===== src/rtl/i2c_master_slave_pair.sv =====
// i2c_master_slave_pair
// A single-byte I2C master and a single-register I2C slave sharing one
// open-drain SDA/SCL bus. The host asks for one-byte writes or reads. The
// slave answers SLAVE_ADDR only. It stores written bytes and returns the
// stored byte on reads.
//
// Ports:
//   clk      in   system clock, rising edge
//   rst      in   synchronous active-low reset
//   addr     in   7-bit target address, latched at transaction start
//   data_in  in   write byte, latched at transaction start
//   enable   in   start request, honoured only while ready=1
//   rw       in   direction, latched at transaction start (0 write, 1 read)
//   data_out out  last byte read successfully
//   ready    out  idle and able to accept enable
//   i2c_sda  io   open-drain data line (pulled up internally)
//   i2c_scl  io   open-drain clock line (pulled up internally)
//
// Handshake: a transaction is accepted on the clk edge where enable=1 and
// ready=1. ready stays low until the edge on which STOP completes.

module i2c_master_slave_pair #(
    parameter int         CLK_DIV    = 4,
    parameter logic [6:0] SLAVE_ADDR = 7'b0101010
) (
    input  logic       clk,
    input  logic       rst,
    input  logic [6:0] addr,
    input  logic [7:0] data_in,
    input  logic       enable,
    input  logic       rw,
    output logic [7:0] data_out,
    output logic       ready,
    inout  wire        i2c_sda,
    inout  wire        i2c_scl
);

    localparam int             CW   = $clog2(2 * CLK_DIV);
    localparam logic [CW-1:0] HALF = CW'(CLK_DIV);
    localparam logic [CW-1:0] LAST = CW'(2 * CLK_DIV - 1);

    typedef enum logic [3:0] {
        M_IDLE, M_START, M_ADDR, M_ADDR_ACK, M_WDATA,
        M_WACK, M_RDATA, M_RNACK, M_STOP
    } m_state_e;

    typedef enum logic [2:0] {
        S_IDLE, S_ADDR, S_ADDR_ACK, S_WDATA, S_WACK, S_RDATA
    } s_state_e;

    // ---------------- bus ----------------
    logic m_scl_low_q, m_sda_low_q, s_sda_low_q;

    pullup (i2c_sda);
    pullup (i2c_scl);
    assign i2c_sda = (m_sda_low_q || s_sda_low_q) ? 1'b0 : 1'bz;
    assign i2c_scl = m_scl_low_q ? 1'b0 : 1'bz;

    // ---------------- master ----------------
    m_state_e      m_state_q;
    logic [CW-1:0] m_cnt_q;     // position inside the current SCL period
    logic [2:0]    m_bit_q;
    logic [7:0]    m_shift_q;
    logic [7:0]    m_wdata_q;
    logic          m_rw_q;
    logic          m_rd_ok_q;
    logic          ready_q;
    logic [7:0]    data_out_q;
    logic          m_tx_low;

    assign ready    = ready_q;
    assign data_out = data_out_q;

    // The master drives a data bit only in ADDR and WDATA. It releases SDA in every other bit slot.
    always_comb begin
        m_tx_low = 1'b0;
        if ((m_state_q == M_ADDR) || (m_state_q == M_WDATA))
            m_tx_low = ~m_shift_q[7];
    end

    // Each period is SCL low for cnt < HALF and high for the rest.
    // SDA is held on cnt 0, so it changes one clk after SCL falls.
    always_ff @(posedge clk) begin
        if (!rst) begin
            m_state_q   <= M_IDLE;
            m_cnt_q     <= '0;
            m_bit_q     <= 3'd0;
            m_shift_q   <= 8'h00;
            m_wdata_q   <= 8'h00;
            m_rw_q      <= 1'b0;
            m_rd_ok_q   <= 1'b0;
            m_scl_low_q <= 1'b0;
            m_sda_low_q <= 1'b0;
            ready_q     <= 1'b1;
            data_out_q  <= 8'h00;
        end else begin
            case (m_state_q)
                M_IDLE: begin
                    m_scl_low_q <= 1'b0;
                    m_sda_low_q <= 1'b0;
                end
                M_START: begin
                    m_scl_low_q <= (m_cnt_q >= HALF);
                    m_sda_low_q <= 1'b1;
                end
                M_STOP: begin
                    m_scl_low_q <= (m_cnt_q < HALF);
                    if (m_cnt_q != '0) m_sda_low_q <= (m_cnt_q != LAST);
                end
                default: begin
                    m_scl_low_q <= (m_cnt_q < HALF);
                    if (m_cnt_q != '0) m_sda_low_q <= m_tx_low;
                end
            endcase

            if (m_state_q == M_IDLE) begin
                m_cnt_q <= '0;
                if (enable) begin
                    m_shift_q <= {addr, rw};
                    m_wdata_q <= data_in;
                    m_rw_q    <= rw;
                    m_rd_ok_q <= 1'b0;
                    ready_q   <= 1'b0;
                    m_state_q <= M_START;
                end
            end else begin
                m_cnt_q <= (m_cnt_q == LAST) ? '0 : m_cnt_q + 1'b1;
                // End of an SCL period. SDA is sampled late in the high phase.
                if (m_cnt_q == LAST) begin
                    case (m_state_q)
                        M_START: begin
                            m_bit_q   <= 3'd7;
                            m_state_q <= M_ADDR;
                        end
                        M_ADDR, M_WDATA: begin
                            m_shift_q <= {m_shift_q[6:0], 1'b0};
                            m_bit_q   <= m_bit_q - 1'b1;
                            if (m_bit_q == 3'd0)
                                m_state_q <= (m_state_q == M_ADDR) ? M_ADDR_ACK : M_WACK;
                        end
                        M_ADDR_ACK: begin
                            m_bit_q <= 3'd7;
                            if (i2c_sda) begin
                                m_state_q <= M_STOP;
                            end else if (m_rw_q) begin
                                m_state_q <= M_RDATA;
                            end else begin
                                m_shift_q <= m_wdata_q;
                                m_state_q <= M_WDATA;
                            end
                        end
                        M_WACK:  m_state_q <= M_STOP;
                        M_RDATA: begin
                            m_shift_q <= {m_shift_q[6:0], i2c_sda};
                            m_bit_q   <= m_bit_q - 1'b1;
                            if (m_bit_q == 3'd0) m_state_q <= M_RNACK;
                        end
                        M_RNACK: begin
                            m_rd_ok_q <= 1'b1;
                            m_state_q <= M_STOP;
                        end
                        M_STOP: begin
                            if (m_rd_ok_q) data_out_q <= m_shift_q;
                            ready_q   <= 1'b1;
                            m_state_q <= M_IDLE;
                        end
                        default: m_state_q <= M_IDLE;
                    endcase
                end
            end
        end
    end

    // ---------------- slave ----------------
    logic scl_meta_q, scl_sync_q, scl_prev_q;
    logic sda_meta_q, sda_sync_q, sda_prev_q;
    logic scl_rise, scl_fall, start_det, stop_det;

    always_ff @(posedge clk) begin
        if (!rst) begin
            scl_meta_q <= 1'b1;
            scl_sync_q <= 1'b1;
            scl_prev_q <= 1'b1;
            sda_meta_q <= 1'b1;
            sda_sync_q <= 1'b1;
            sda_prev_q <= 1'b1;
        end else begin
            scl_meta_q <= i2c_scl;
            scl_sync_q <= scl_meta_q;
            scl_prev_q <= scl_sync_q;
            sda_meta_q <= i2c_sda;
            sda_sync_q <= sda_meta_q;
            sda_prev_q <= sda_sync_q;
        end
    end

    assign scl_rise  = ~scl_prev_q & scl_sync_q;
    assign scl_fall  = scl_prev_q & ~scl_sync_q;
    assign start_det = scl_prev_q & scl_sync_q & sda_prev_q & ~sda_sync_q;
    assign stop_det  = scl_prev_q & scl_sync_q & ~sda_prev_q & sda_sync_q;

    s_state_e   s_state_q;
    logic [3:0] s_bit_q;
    logic [7:0] s_shift_q;
    logic       s_rw_q;
    logic [7:0] s_reg_q;

    // s_bit_q counts sampled bits when receiving. It counts driven bits when transmitting.
    // The slave acts on SCL falling edges, so its SDA changes only while SCL is low.
    always_ff @(posedge clk) begin
        if (!rst) begin
            s_state_q   <= S_IDLE;
            s_bit_q     <= 4'd0;
            s_shift_q   <= 8'h00;
            s_rw_q      <= 1'b0;
            s_reg_q     <= 8'h00;
            s_sda_low_q <= 1'b0;
        end else if (stop_det) begin
            s_state_q   <= S_IDLE;
            s_sda_low_q <= 1'b0;
        end else if (start_det) begin
            s_state_q   <= S_ADDR;
            s_bit_q     <= 4'd0;
            s_sda_low_q <= 1'b0;
        end else begin
            case (s_state_q)
                S_ADDR, S_WDATA: begin
                    if (scl_rise) begin
                        s_shift_q <= {s_shift_q[6:0], sda_sync_q};
                        s_bit_q   <= s_bit_q + 4'd1;
                    end else if (scl_fall && (s_bit_q == 4'd8)) begin
                        if (s_state_q == S_WDATA) begin
                            s_reg_q     <= s_shift_q;
                            s_sda_low_q <= 1'b1;
                            s_state_q   <= S_WACK;
                        end else if (s_shift_q[7:1] == SLAVE_ADDR) begin
                            s_rw_q      <= s_shift_q[0];
                            s_sda_low_q <= 1'b1;
                            s_state_q   <= S_ADDR_ACK;
                        end else begin
                            s_state_q <= S_IDLE;
                        end
                    end
                end
                S_ADDR_ACK: begin
                    if (scl_fall) begin
                        if (s_rw_q) begin
                            s_sda_low_q <= ~s_reg_q[7];
                            s_shift_q   <= {s_reg_q[6:0], 1'b0};
                            s_bit_q     <= 4'd1;
                            s_state_q   <= S_RDATA;
                        end else begin
                            s_sda_low_q <= 1'b0;
                            s_bit_q     <= 4'd0;
                            s_state_q   <= S_WDATA;
                        end
                    end
                end
                S_WACK: begin
                    if (scl_fall) begin
                        s_sda_low_q <= 1'b0;
                        s_state_q   <= S_IDLE;
                    end
                end
                S_RDATA: begin
                    if (scl_fall) begin
                        if (s_bit_q == 4'd8) begin
                            // Release for the master's NACK slot.
                            s_sda_low_q <= 1'b0;
                            s_state_q   <= S_IDLE;
                        end else begin
                            s_sda_low_q <= ~s_shift_q[7];
                            s_shift_q   <= {s_shift_q[6:0], 1'b0};
                            s_bit_q     <= s_bit_q + 4'd1;
                        end
                    end
                end
                default: s_sda_low_q <= 1'b0;
            endcase
        end
    end

endmodule


===== config.mk =====
export PLATFORM = sky130hd
export DESIGN_NAME = i2c_master_slave_pair
export DESIGN_NICKNAME = d
export VERILOG_FILES = /design/src/rtl/i2c_master_slave_pair.sv
export SDC_FILE = /design/constraint.sdc
export NUM_CORES = 1
export LEC_CHECK = 0
export CAP_MARGIN = 0
export CORE_AREA = 2 2 48 61
export DETAILED_ROUTE_END_ITERATION = 10
export DIE_AREA = 0 0 50 63
export PLACE_DENSITY = 0.83
export SYNTH_ARGS = -nofsm -noshare
export SYNTH_HDL_FRONTEND = slang
export SYNTH_SLANG_ARGS = --single-unit
export TNS_END_PERCENT = 50

===== constraint.sdc =====
create_clock -name clk -period 2.5 [get_ports clk]
set_clock_uncertainty 0.1 [all_clocks]
set_input_delay 0.5 -clock clk [delete_from_list [all_inputs] [get_ports clk]]
set_output_delay 0.5 -clock clk [all_outputs]
set_load 0.01 [all_outputs]

-- After elaboration in Yosys (flattened, before gate mapping)
Cells that the tools add are included.
- $add $sub $neg: 2
- eq/ne operators: 12
- multiplexer cells: 19
- bitwise logic cells: 2
- reduce and logical (&&, ||, !) cells: 18
- operators by type and width (kind ; count):
    $mux W8 ; 3
    $mux W4 ; 5
    $eq A4 B3 Y1 const B ; 4
    $pmux W4 S4 ; 1
    $pmux W8 S2 ; 1
    $reduce_and A3 Y1 ; 4
    $reduce_or A3 Y1 ; 3
    $eq A4 B2 Y1 const B ; 2
    $reduce_and A4 Y1 ; 2
    $reduce_bool A2 Y1 ; 4
    $mux W1 ; 7
    $ne A3 B3 Y1 const B ; 2
    $pmux W3 S2 ; 1
    $eq A4 B1 Y1 const B ; 1
    $eq A4 B4 Y1 const B ; 1
    $logic_not A4 Y1 ; 1
    $reduce_or A2 Y1 ; 2
    $add A3 B1 Y3 const B ; 1
    $eq A3 B3 Y1 const B ; 1
    $logic_not A3 Y1 ; 1
    $mux W3 ; 1
    $reduce_bool A3 Y1 ; 1
    $sub A3 B1 Y3 const B ; 1
    $ne A2 B2 Y1 const B ; 1
    $not A1 Y1 ; 2
- register bits after elaboration: 28
- input port bits: 19
- output and inout bits: 11
- logic and storage cells: 60

-- Longest topological paths before layout
Gate-level depths: netlist (run 1).
- depth after elaboration: 6
- depth in mapped cells: 7
- depth with buffers taken out: 6

-- Worst setup path after synthesis (run 1)
No wires, ideal clock.
- kind: input port to flip-flop
- start point: input enable
- end point: register m_shift_q[5]
- data arrival time: 1.604 ns
- data required time: 2.284 ns
- slack: 0.680 ns
- stages: 5
- path buffers: 1
- cell sequence: or3b_2 a21oi_1 buf_4 nand2_1 o211a_1
- word-level cells in the longest chain between the ends: 2
- ends and longest elaborated chain (element ; line ; RTL):
    start, declared ; 30 ; input logic enable,
    $ne A2 B2 Y1 (no line) ; n/a ;
    $reduce_and A3 Y1 (no line) ; n/a ;
    end signal, assigned ; 119 ; m_shift_q <= {addr, rw};
    end signal, assigned ; 136 ; m_shift_q <= {m_shift_q[6:0], 1'b0};
    end signal, assigned ; 148 ; m_shift_q <= m_wdata_q;
    end, declared ; 63 ; logic [7:0] m_shift_q;
No other way between the ends.
A chain may end at the register's enable or synchronous reset.

-- Final worst setup path (run 1)
- start point: input enable
- end point: register m_shift_q[0]
Same word-level chain as after synthesis.

==> out/results.txt, run 1 <==
Area grow syn2layout - 17.6%
Row count - 21
Starting Density - 0.498
Max incr delay on CP - 0.50 ns
Power per cell area - 511 nW/um^2
Yosys warns - 2
Largest net degree at the start of global routing - 19
Worst-Skew Late Latency - 0.30 ns
Area leader, netlist - dfxtp_1
DRC - 0
Reg2Reg Setup Slack - 0.59 ns
Crit path max-delay cell type - clkdlybuf4s50_1
CTS tree - done
Total core area - 2600 sq um
Main synth FF type - dfxtp_1
Placed instance count - 179
Crit-path leading delay family - buffers and inverters
Comb pwr share - 0.160
Nets@finish - 173
Crit path buffers/inverters - 2
Clk sinks - 28
Post-CTS Setup Inserts - 0
Htree depth - 1
RSZ-0062 raised after global routing - no
P_sw - 190 uW
Sequential power share - 0.622
Die Wd - 50 um
P_int - 590 uW
Fin. Hold Viols - 0
Placed wire-length estimate - 1830 um
CTS Buf Count - 3
Post-synthesis cell type count - 33
Placed Area - 1500 sq um
Top cell type's share of synthesized area - 0.432
First-pass DRT Iterations - 4
Period utilization - 0.781
Starting DRT DRC Count - 20
Die footprint - 3150 sq um
Clk root buf - clkbuf_4
Final wirelength - 2420 um
All-Layer GR Usage - 0.171
Synth Register Bits - 28
Max Cap Violations - 0
Synth Cell Area - 1300 sq um
# resized after CTS - 0
Gp weighted congestion - 0.832
Area contributors post-synth - dfxtp_1 (43%), mux2i_1 (13%), o211a_1 (9.3%)
Async SR Flop Fraction - 0
Synth top cells by count - dfxtp_1 (28), mux2i_1 (17), nand2_1 (14)
Cts hold-fix bufs - 0
Status - completed
Clock slew at reported path FFs - 0.13 ns
Initial antenna violation count - 0
Fraction of layout cells with a size suffix above 1 - 0.0743
Hold Crit Class - flop to flop
Crit path cell chain - clkdlybuf4s50_1 > or3b_2 > a21oi_1 > buf_4 > nor2b_1 > o21a_1
Sw frac - 0.243
Mapped Cells - 131
Final Instance Area - 1520 sq um
Port Buffers - 19
Top-count cell post-synth - dfxtp_1
FMAX - 512 MHz
Power share of the clock group - 0.218
Avg Cell Area, Syn - 9.89 sq um
Crit path max fanout - 15
Final Critical Period - 1.95 ns
Fin Setup TNS - 0 ns
CP endpoint kind - flop
Leak pwr - 0.000700 uW
Post-synthesis sequential area ratio - 0.432
Grt total ovfl - 0
Worst EP required - 2.62 ns
Crit Path Class - input pin to flop
Slew Viols, Final - 0
Maximum VDD drop - 0.000291 V
Final setup vio count - 0
Routed Antenna Nets - 0
Vias in the first global route - 949
I/O pin cnt - 30
Post-synth EDFFs - 0
Worst Setup Start Kind - input pin
Die Height - 63 um
Vias per Instance - 5.38
Power Total - 779 uW
Global-route wire length before repair - 4230 um
Crit path DAT - 2.07 ns
Final std cells w/o fill - 182
Max clock buf depth - 2
Vias - 979
ANT cells - 0
Drt wl/cell - 13.3 um
-- area by class of cell --
cell class,count,area [sq um]
fill,231,1080
multi-input combinational,91,671
sequential,28,561
timing repair buffer,22,213
tap,34,42.5
clock buffer,3,22.5
inverter,4,15.0
-- per-stage QoR --
stage	setup slack (ns)	hold slack, ns	util
floorplan	0.680	0.298	-
global placement	0.244	0.309	0.577
detailed placement	0.241	0.335	0.577
CTS	0.570	0.352	0.586
global route	0.422	0.393	0.586
finish	0.548	0.346	0.586
-- final timing paths --
kind                  end  cells past startpoint        from
max          m_shift_q[0]                      6      enable
max reg2reg  m_shift_q[0]                      7  m_cnt_q[0]
min            m_cnt_q[0]                      1  m_cnt_q[0]
min reg2reg    m_cnt_q[0]                      1  m_cnt_q[0]
-- cell usage in the layout (no fill, tap or decap), types with 4 or more instances in the layout --
cell,n
clkdlybuf4s50_1,19
dfxtp_1,28
ha_1,4
inv_1,4
mux2i_1,17
nand2_1,14
nand3_1,4
nor2_1,4
nor2b_1,11
o211a_1,12
-- kinds of logic after synthesis --
family,share of synthesized area
other cells,0.00289
fa+ha+maj,0.0386
compound gates,0.139
flops,0.432
simple gates,0.203
mux,0.131
buf+inv,0.0531
-- power by group through the flow --
stage	Combinational (uW)	Sequential, uW	Clock [uW]
2_1_floorplan	93.1	491	0
3_3_place_gp	122	494	0
3_5_place_dp	126	495	0
4_1_cts	126	485	181
5_1_grt	139	488	199
6_report	125	485	170
-- sequential cells by signal (all words and copies together), names as in the netlist --
signal / flops
m_bit_q: 3
m_cnt_q: 3
ready: 1
m_shift_q: 8
m_rd_ok_q: 1
data_out: 8
m_state_q: 4
-- layer usage --
metal / share of wire / global-route usage
met1: 0.43 / 0.194
met2: 0.52 / 0.308
met3: 0.034 / 0.0407
met4: 0.013 / 0.0521
met5: 0 / 0
-- worst register-to-register path, stage by stage, from the launching register on --
cell and delay [ns]:
dfxtp_1 0.36, ha_1 0.16, ha_1 0.36, o21ai_0 0.19, a21oi_1 0.18, buf_4 0.22
nor2b_1 0.06, o21a_1 0.18
(Power assumes the default switching activity.)
==> inputs of run 2 (changes only) <==
--- a/config.mk
+++ b/config.mk
@@ -6,10 +6,10 @@
 export NUM_CORES = 1
 export LEC_CHECK = 0
 export CAP_MARGIN = 0
-export CORE_AREA = 2 2 48 61
+export CORE_AREA = 2 2 52 66
 export DETAILED_ROUTE_END_ITERATION = 10
-export DIE_AREA = 0 0 50 63
-export PLACE_DENSITY = 0.83
+export DIE_AREA = 0 0 54 68
+export PLACE_DENSITY = 0.75
 export SYNTH_ARGS = -nofsm -noshare
 export SYNTH_HDL_FRONTEND = slang
 export SYNTH_SLANG_ARGS = --single-unit
==> constraint.sdc (replaced) <==
create_clock -name clk -period 1.6 [get_ports clk]
set_clock_uncertainty 0.1 [all_clocks]
set_input_delay 0.32 -clock clk [delete_from_list [all_inputs] [get_ports clk]]
set_output_delay 0.32 -clock clk [all_outputs]
set_load 0.01 [all_outputs]
==> run 2 against run 1 <==
  * Sequential power grew 56%
  * Critical path type is now flop to flop
  * Sequential share of layout area decreased by 4.0 points
  * The run now ends with setup timing left
  * Critical endpoint is now m_shift_q[1]
  * Combinational power increased by 93%
  * Final area increased by 13%
==> out/results.txt, run 2 (synthesis results as in run 1) <==
Die Height - 68 um (+7.9%)
Worst Setup Start Kind - flop
CTS tree - done
FMAX - 624 MHz
Post-CTS Setup Inserts - 0 (unchanged)
Clock slew at reported path FFs - 0.09 ns (-0.04 ns)
Worst EP required - 1.66 ns (-0.96 ns)
Drt wl/cell - 13.7 um (+3.5%)
R2R cell count - 5 (-2)
Vias per Instance - 5.17 (-3.9%)
Hold Crit Class - flop to flop
Fraction of layout cells with a size suffix above 1 - 0.190 (+0.116)
Failing checks - setup timing
Max clock buf depth - 2 (unchanged)
CTS Buf Count - 3 (unchanged)
RSZ-0062 raised after global routing - yes
Total core area - 3110 sq um (+19%)
First-pass DRT Iterations - 4 (unchanged)
Gp weighted congestion - 0.775 (-6.9%)
Placed wire-length estimate - 2050 um (+12%)
Power per cell area - 798 nW/um^2 (+56%)
Worst-Skew Late Latency - 0.26 ns (-0.04 ns)
Crit path max fanout - 8 (-7)
Fin worst setup slack - -0.00279 ns (-0.550 ns)
Area of the multi-input gates - 737 sq um (+9.9%)
Hold path cells - 1 (unchanged)
Placed Area - 1610 sq um (+6.9%)
Beginning of the critical path - m_state_q[2]
Maximum VDD drop - 0.000466 V (+60%)
Largest net degree at the start of global routing - 17 (-2)
HP Start - m_cnt_q[0]
Htree depth - 1 (unchanged)
Final Critical Period - 1.60 ns
Max Cap Violations - 0 (unchanged)
Routed Antenna Nets - 0 (unchanged)
Hold endpoint - m_cnt_q[0]
Die Wd - 54 um (+8.0%)
Leading cell type in the layout, fill and taps excluded - dfxtp_1
Crit path DAT - 1.67 ns (-0.40 ns)
ANT cells - 0 (unchanged)
Period utilization - 1.00
Fin. Hold Viols - 0 (unchanged)
Final setup vio count - 1 (+1)
Reg2Reg Setup Slack - -0.003 ns (-0.59 ns)
Status - complete, but fails checks
Grt total ovfl - 0 (unchanged)
DRC - 0 (unchanged)
Starting DRT DRC Count - 12 (-40%)
Most frequent cells in the layout - dfxtp_1 (25), mux2i_1 (15), nand2_1 (14)
Vias in the first global route - 1041 (+9.7%)
FF+latch area - 567 sq um (+1.1%)
Leak pwr - 0.000897 uW (+28%)
R2R Path Start - m_state_q[2]
Slew Viols, Final - 0 (unchanged)
Final wirelength - 2680 um (+11%)
I/O pin cnt - 30 (unchanged)
Initial antenna violation count - 0 (unchanged)
Area grow syn2layout - 33.4%
Starting Density - 0.417 (-0.0812)
Worst slack, placed - -0.466 ns (-0.707 ns)
Clk sinks - 28 (unchanged)
Fillcell total - 289 (+25%)
Die footprint - 3670 sq um (+17%)
Final Instance Area - 1730 sq um (+13%)
Nets@finish - 182 (+5.2%)
Global-route wire length before repair - 4540 um (+7.4%)
RR Endpoint - m_shift_q[1]
Port Buffers - 19 (unchanged)
CP endpoint kind - flop
Crit Path Class - flop to flop
Row count - 23 (+9.5%)
Clk root buf - clkbuf_8
All-Layer GR Usage - 0.166 (-0.00473)
Vias - 1008 (+3.0%)
## run 2: cell count changes in the layout (fill, tap and decap cells not counted), sizes merged
cell	change
clkdlybuf4s50	-9
dlygate4sd2	+1
clkbuf	+1
dlymetal6s2s	+8
buf	+9
## run 2: timing repair
| item | 4_1_cts | 5_1_grt |
|---|---|---|
| pin swaps | 2 | 4 |
| hold buffers | 0 | 0 |
| endpoints found under the setup margin | 18 | 26 |
| resized for setup | 8 | 16 |
## run 2: power by group
| group | total (uW) | leakage [uW] | internal, uW | switching, uW |
|---|---|---|---|---|
| Clock | 382 | 0.0000228 | 178 | 204 |
| Sequential | 758 | 0.000229 | 729 | 28.7 |
| Combinational | 241 | 0.000644 | 132 | 108 |
| Total | 1380 | 0.000897 | 1040 | 341 |
## run 2: final cells by class
cell class	count	area share
well taps	37	0.0268
inverters	4	0.00868
flip-flops and latches	28	0.328
repair buffers	31	0.185
multi-input cells	91	0.426
clock buffers	4	0.0260
## run 2: worst max path at each step
stage,to,slack (ns)
floorplan,m_shift_q[5],-0.03
global placement,m_shift_q[6],-0.42
detailed placement,m_shift_q[3],-0.47
CTS,m_state_q[0],-0.03
global route,m_shift_q[1],-0.08
finish,m_shift_q[1],-0.003
## run 2: per-layer routing
metal	vias to the layer above	part of all wire	global-route usage
li1	512	-	-
met2	14	0.54	0.308
met1	478	0.42	0.185
met4	0	0.017	0.0688
met5	-	0	0
met3	4	0.022	0.0240
## run 2: worst max-delay path: stages (launching register included)
cell,delay (ns)
dfxtp_4,0.38
nor4_4,0.39
buf_4,0.21
mux2i_1,0.21
nand2_1,0.07
o211a_1,0.13
## run 2: stage by stage
step | power [uW] | hold WS, ns | util | std cells | TNS (ns)
4_1_cts | 1390 | 0.339 | 0.540 | 195 | -0.0678
3_3_place_gp | 990 | 0.308 | 0.517 | 191 | -3.26
5_1_grt | 1450 | 0.350 | 0.556 | 195 | -0.465
2_1_floorplan | 918 | 0.298 | - | 132 | -0.0906
3_5_place_dp | 1000 | 0.325 | 0.517 | 191 | -4.06
6_report | 1380 | 0.344 | 0.556 | 195 | -0.00279
==> inputs of run 3 (changes only) <==
--- a/config.mk
+++ b/config.mk
@@ -5,11 +5,12 @@
 export SDC_FILE = /design/constraint.sdc
 export NUM_CORES = 1
 export LEC_CHECK = 0
+export ABC_AREA = 1
 export CAP_MARGIN = 0
-export CORE_AREA = 2 2 52 66
+export CORE_AREA = 2 2 57 72
 export DETAILED_ROUTE_END_ITERATION = 10
-export DIE_AREA = 0 0 54 68
-export PLACE_DENSITY = 0.75
+export DIE_AREA = 0 0 59 74
+export PLACE_DENSITY = 0.66
 export SYNTH_ARGS = -nofsm -noshare
 export SYNTH_HDL_FRONTEND = slang
 export SYNTH_SLANG_ARGS = --single-unit
==> constraint.sdc (replaced) <==
create_clock -name clk -period 1.78 [get_ports clk]
set_clock_uncertainty 0.1 [all_clocks]
set_input_delay 0.356 -clock clk [delete_from_list [all_inputs] [get_ports clk]]
set_output_delay 0.356 -clock clk [all_outputs]
set_load 0.01 [all_outputs]
==> run 3 against run 2 <==
  * The flow now finishes without violations
  * Core utilization is 8.8 points lower
  * Final area about the same
  * Wire length grew 9.8%
  * Clock-buffer cell count shrank 1
  * Critical path type is now flop to output pin
  * Largest cell class unchanged
==> out/results.txt, run 3 <==
Status - completed
Crit path max-delay cell type - clkdlybuf4s50_1
Global-route wire length before repair - 4940 um (+8.8%)
Worst-Skew Late Latency - 0.28 ns (+0.02 ns)
Post-synthesis sequential area ratio - 0.393 (-0.0398)
Clock slew at reported path FFs - 0.10 ns (about the same)
Grt total ovfl - 0 (unchanged)
Starting DRT DRC Count - 37 (+25)
Fin Setup TNS - 0 ns (+0.00279 ns)
Htree depth - 1 (unchanged)
Yosys warns - 2 (unchanged)
Mapped Cells - 214 (+63%)
Placed Area - 1660 sq um (+3.2%)
Total core area - 3690 sq um (+19%)
Top cell type's share of synthesized area - 0.393 (-0.0398)
Synth Register Bits - 28 (unchanged)
HP Start - m_cnt_q[0]
All-Layer GR Usage - 0.145 (-0.0212)
Crit path buffers/inverters - 1 (unchanged)
Clk sinks - 28 (unchanged)
Avg Cell Area, Syn - 6.67 sq um (-33%)
Reg2Reg Setup Slack - 0.23 ns (+0.23 ns)
I/O pin cnt - 30 (unchanged)
Max Cap Violations - 0 (unchanged)
Synth Cell Area - 1430 sq um (+10%)
Period utilization - 0.906
Port Buffers - 19 (unchanged)
Async SR Flop Fraction - 0 (unchanged)
R2R Path Start - m_state_q[0]
Clk root buf - clkbuf_8
DRC - 0 (unchanged)
Fillcell total - 398 (+38%)
Power per cell area - 1010 nW/um^2 (+26%)
Starting Density - 0.387 (-0.0303)
Post-synthesis cell type count - 24 (-27%)
Final setup vio count - 0 (-1)
Area grow syn2layout - 21.0%
Beginning of the critical path - ready
Synth top cells by count - nand2_1 (63), nor2_1 (44), dfxtp_1 (28)
Maximum VDD drop - 0.000569 V (+22%)
Hold path cells - 1 (unchanged)
Max incr delay on CP - 0.54 ns (+0.15 ns)
Layout Utilization - 0.468 (-0.0882)
Max clock buf depth - 2 (unchanged)
Worst Setup Start Kind - flop
Crit path DAT - 1.16 ns (-0.51 ns)
Gp weighted congestion - 0.768 (-0.99%)
Nets@finish - 257 (+41%)
Row count - 25 (+8.7%)
RR Endpoint - m_state_q[1]
Crit path cell chain - clkdlybuf4s50_1
Initial antenna violation count - 0 (unchanged)
Post-synth EDFFs - 0 (unchanged)
Final wirelength - 2940 um (+9.8%)
Final Instance Area - 1730 sq um (about the same)
Drt wl/cell - 10.8 um (-22%)
Die Height - 74 um (+8.8%)
CP endpoint kind - output pin
Hold Crit Class - flop to flop
Crit path max fanout - 2 (-6)
CTS Buf Count - 3 (unchanged)
Hold endpoint - m_cnt_q[0]
RSZ-0062 raised after global routing - no
R2R cell count - 6 (+1)
Vias - 1318 (+31%)
Top-count cell post-synth - nand2_1
Crit-path leading delay family - buffers and inverters
Final Critical Period - 1.61 ns
CTS tree - done
Worst EP required - 1.32 ns (-0.34 ns)
First-pass DRT Iterations - 4 (unchanged)
ANT cells - 0 (unchanged)
Most frequent cells in the layout - nand2_1 (63), nor2_1 (44), dfxtp_1 (28)
Slew Viols, Final - 0 (unchanged)
Die Wd - 59 um (+9.3%)
Vias per Instance - 4.83 (-6.6%)
Vias in the first global route - 1203 (+16%)
Area contributors post-synth - dfxtp_1 (39%), nand2_1 (17%), nor2_1 (12%)
# resized after CTS - 0 (-8)
FMAX - 620 MHz
Fraction of layout cells with a size suffix above 1 - 0.0815 (-0.108)
Area leader, netlist - dfxtp_1
Crit Path Class - flop to output pin
Leak pwr - 0.000785 uW (-12%)
Leading cell type in the layout, fill and taps excluded - nand2_1
Main synth FF type - dfxtp_1
Fin. Hold Viols - 0 (unchanged)
Cts hold-fix bufs - 0 (unchanged)
Placed wire-length estimate - 2140 um (+4.3%)
Largest net degree at the start of global routing - 26 (+9)
Die footprint - 4370 sq um (+19%)
Post-CTS Setup Inserts - 0 (unchanged)
Routed Antenna Nets - 0 (unchanged)
run 3: cell count changes in the layout (fill, tap and decap cells not counted), moves of 8 or more:
cell | previous run | this run
nand2_1 | 14 | 63
clkdlybuf4s50_1 | 10 | 19
inv_1 | 4 | 18
mux2i_1 | 15 | 0
nor2b_1 | 10 | 0
o211a_1 | 12 | 0
nor2_1 | 4 | 44
nand3_1 | 3 | 17
dlymetal6s2s_1 | 8 | 0
run 3: worst max-delay path by stage:
stage,endpoint,slack [ns],cells past startpoint
global placement,m_shift_q[4],0.14,6
finish,ready,0.17,1
floorplan,m_shift_q[1],0.32,8
global route,m_rd_ok_q,0.09,6
CTS,data_out[2],0.15,1
detailed placement,m_shift_q[0],0.13,6
run 3: final cells by class:
class,count,area [sq um],share of cell area
Clock buffer,3,41.3,0.0239
Clock inverter,1,30.0,0.0174
Inverter,19,71.3,0.0413
Multi-Input combinational cell,159,742,0.429
Sequential cell,28,561,0.324
Tap cell,40,50.0,0.0290
Timing Repair Buffer,23,233,0.135
run 3: logic make-up (layout without fill, tap and decap cells):
group	count (synthesis)	in the layout	synth area share
adders and majority gates	4	4	0.0351
buffers and inverters	28	46	0.0903
DFF	28	28	0.393
AOI/OAI and AO/OA	9	9	0.0359
other	1	2	0.00263
and+or+nand+nor	143	143	0.437
xor gates and xnor gates	1	1	0.00614
run 3: layer usage:
| layer | vias up | GRT usage | wire length, um |
|---|---|---|---|
| met5 | - | 0 | 0 |
| li1 | 701 | - | - |
| met1 | 598 | 0.168 | 1270 |
| met3 | 4 | 0.0209 | 68 |
| met2 | 15 | 0.272 | 1570 |
| met4 | 0 | 0.0455 | 36 |
run 3: power breakdown:
part	total, uW	switching (uW)	internal [uW]
logic	491	315	176
registers	739	42.0	697
clock network	507	206	301
run 3: per-stage QoR:
| stage | setup slack [ns] | cells | total power, uW | hold WS, ns |
|---|---|---|---|---|
| 2_1_floorplan | 0.319 | 215 | 1140 | 0.299 |
| 3_3_place_gp | 0.140 | 269 | 1240 | 0.313 |
| 3_5_place_dp | 0.130 | 269 | 1250 | 0.312 |
| 4_1_cts | 0.154 | 273 | 1750 | 0.327 |
| 5_1_grt | 0.0913 | 273 | 1840 | 0.338 |
| 6_report | 0.168 | 273 | 1740 | 0.328 |
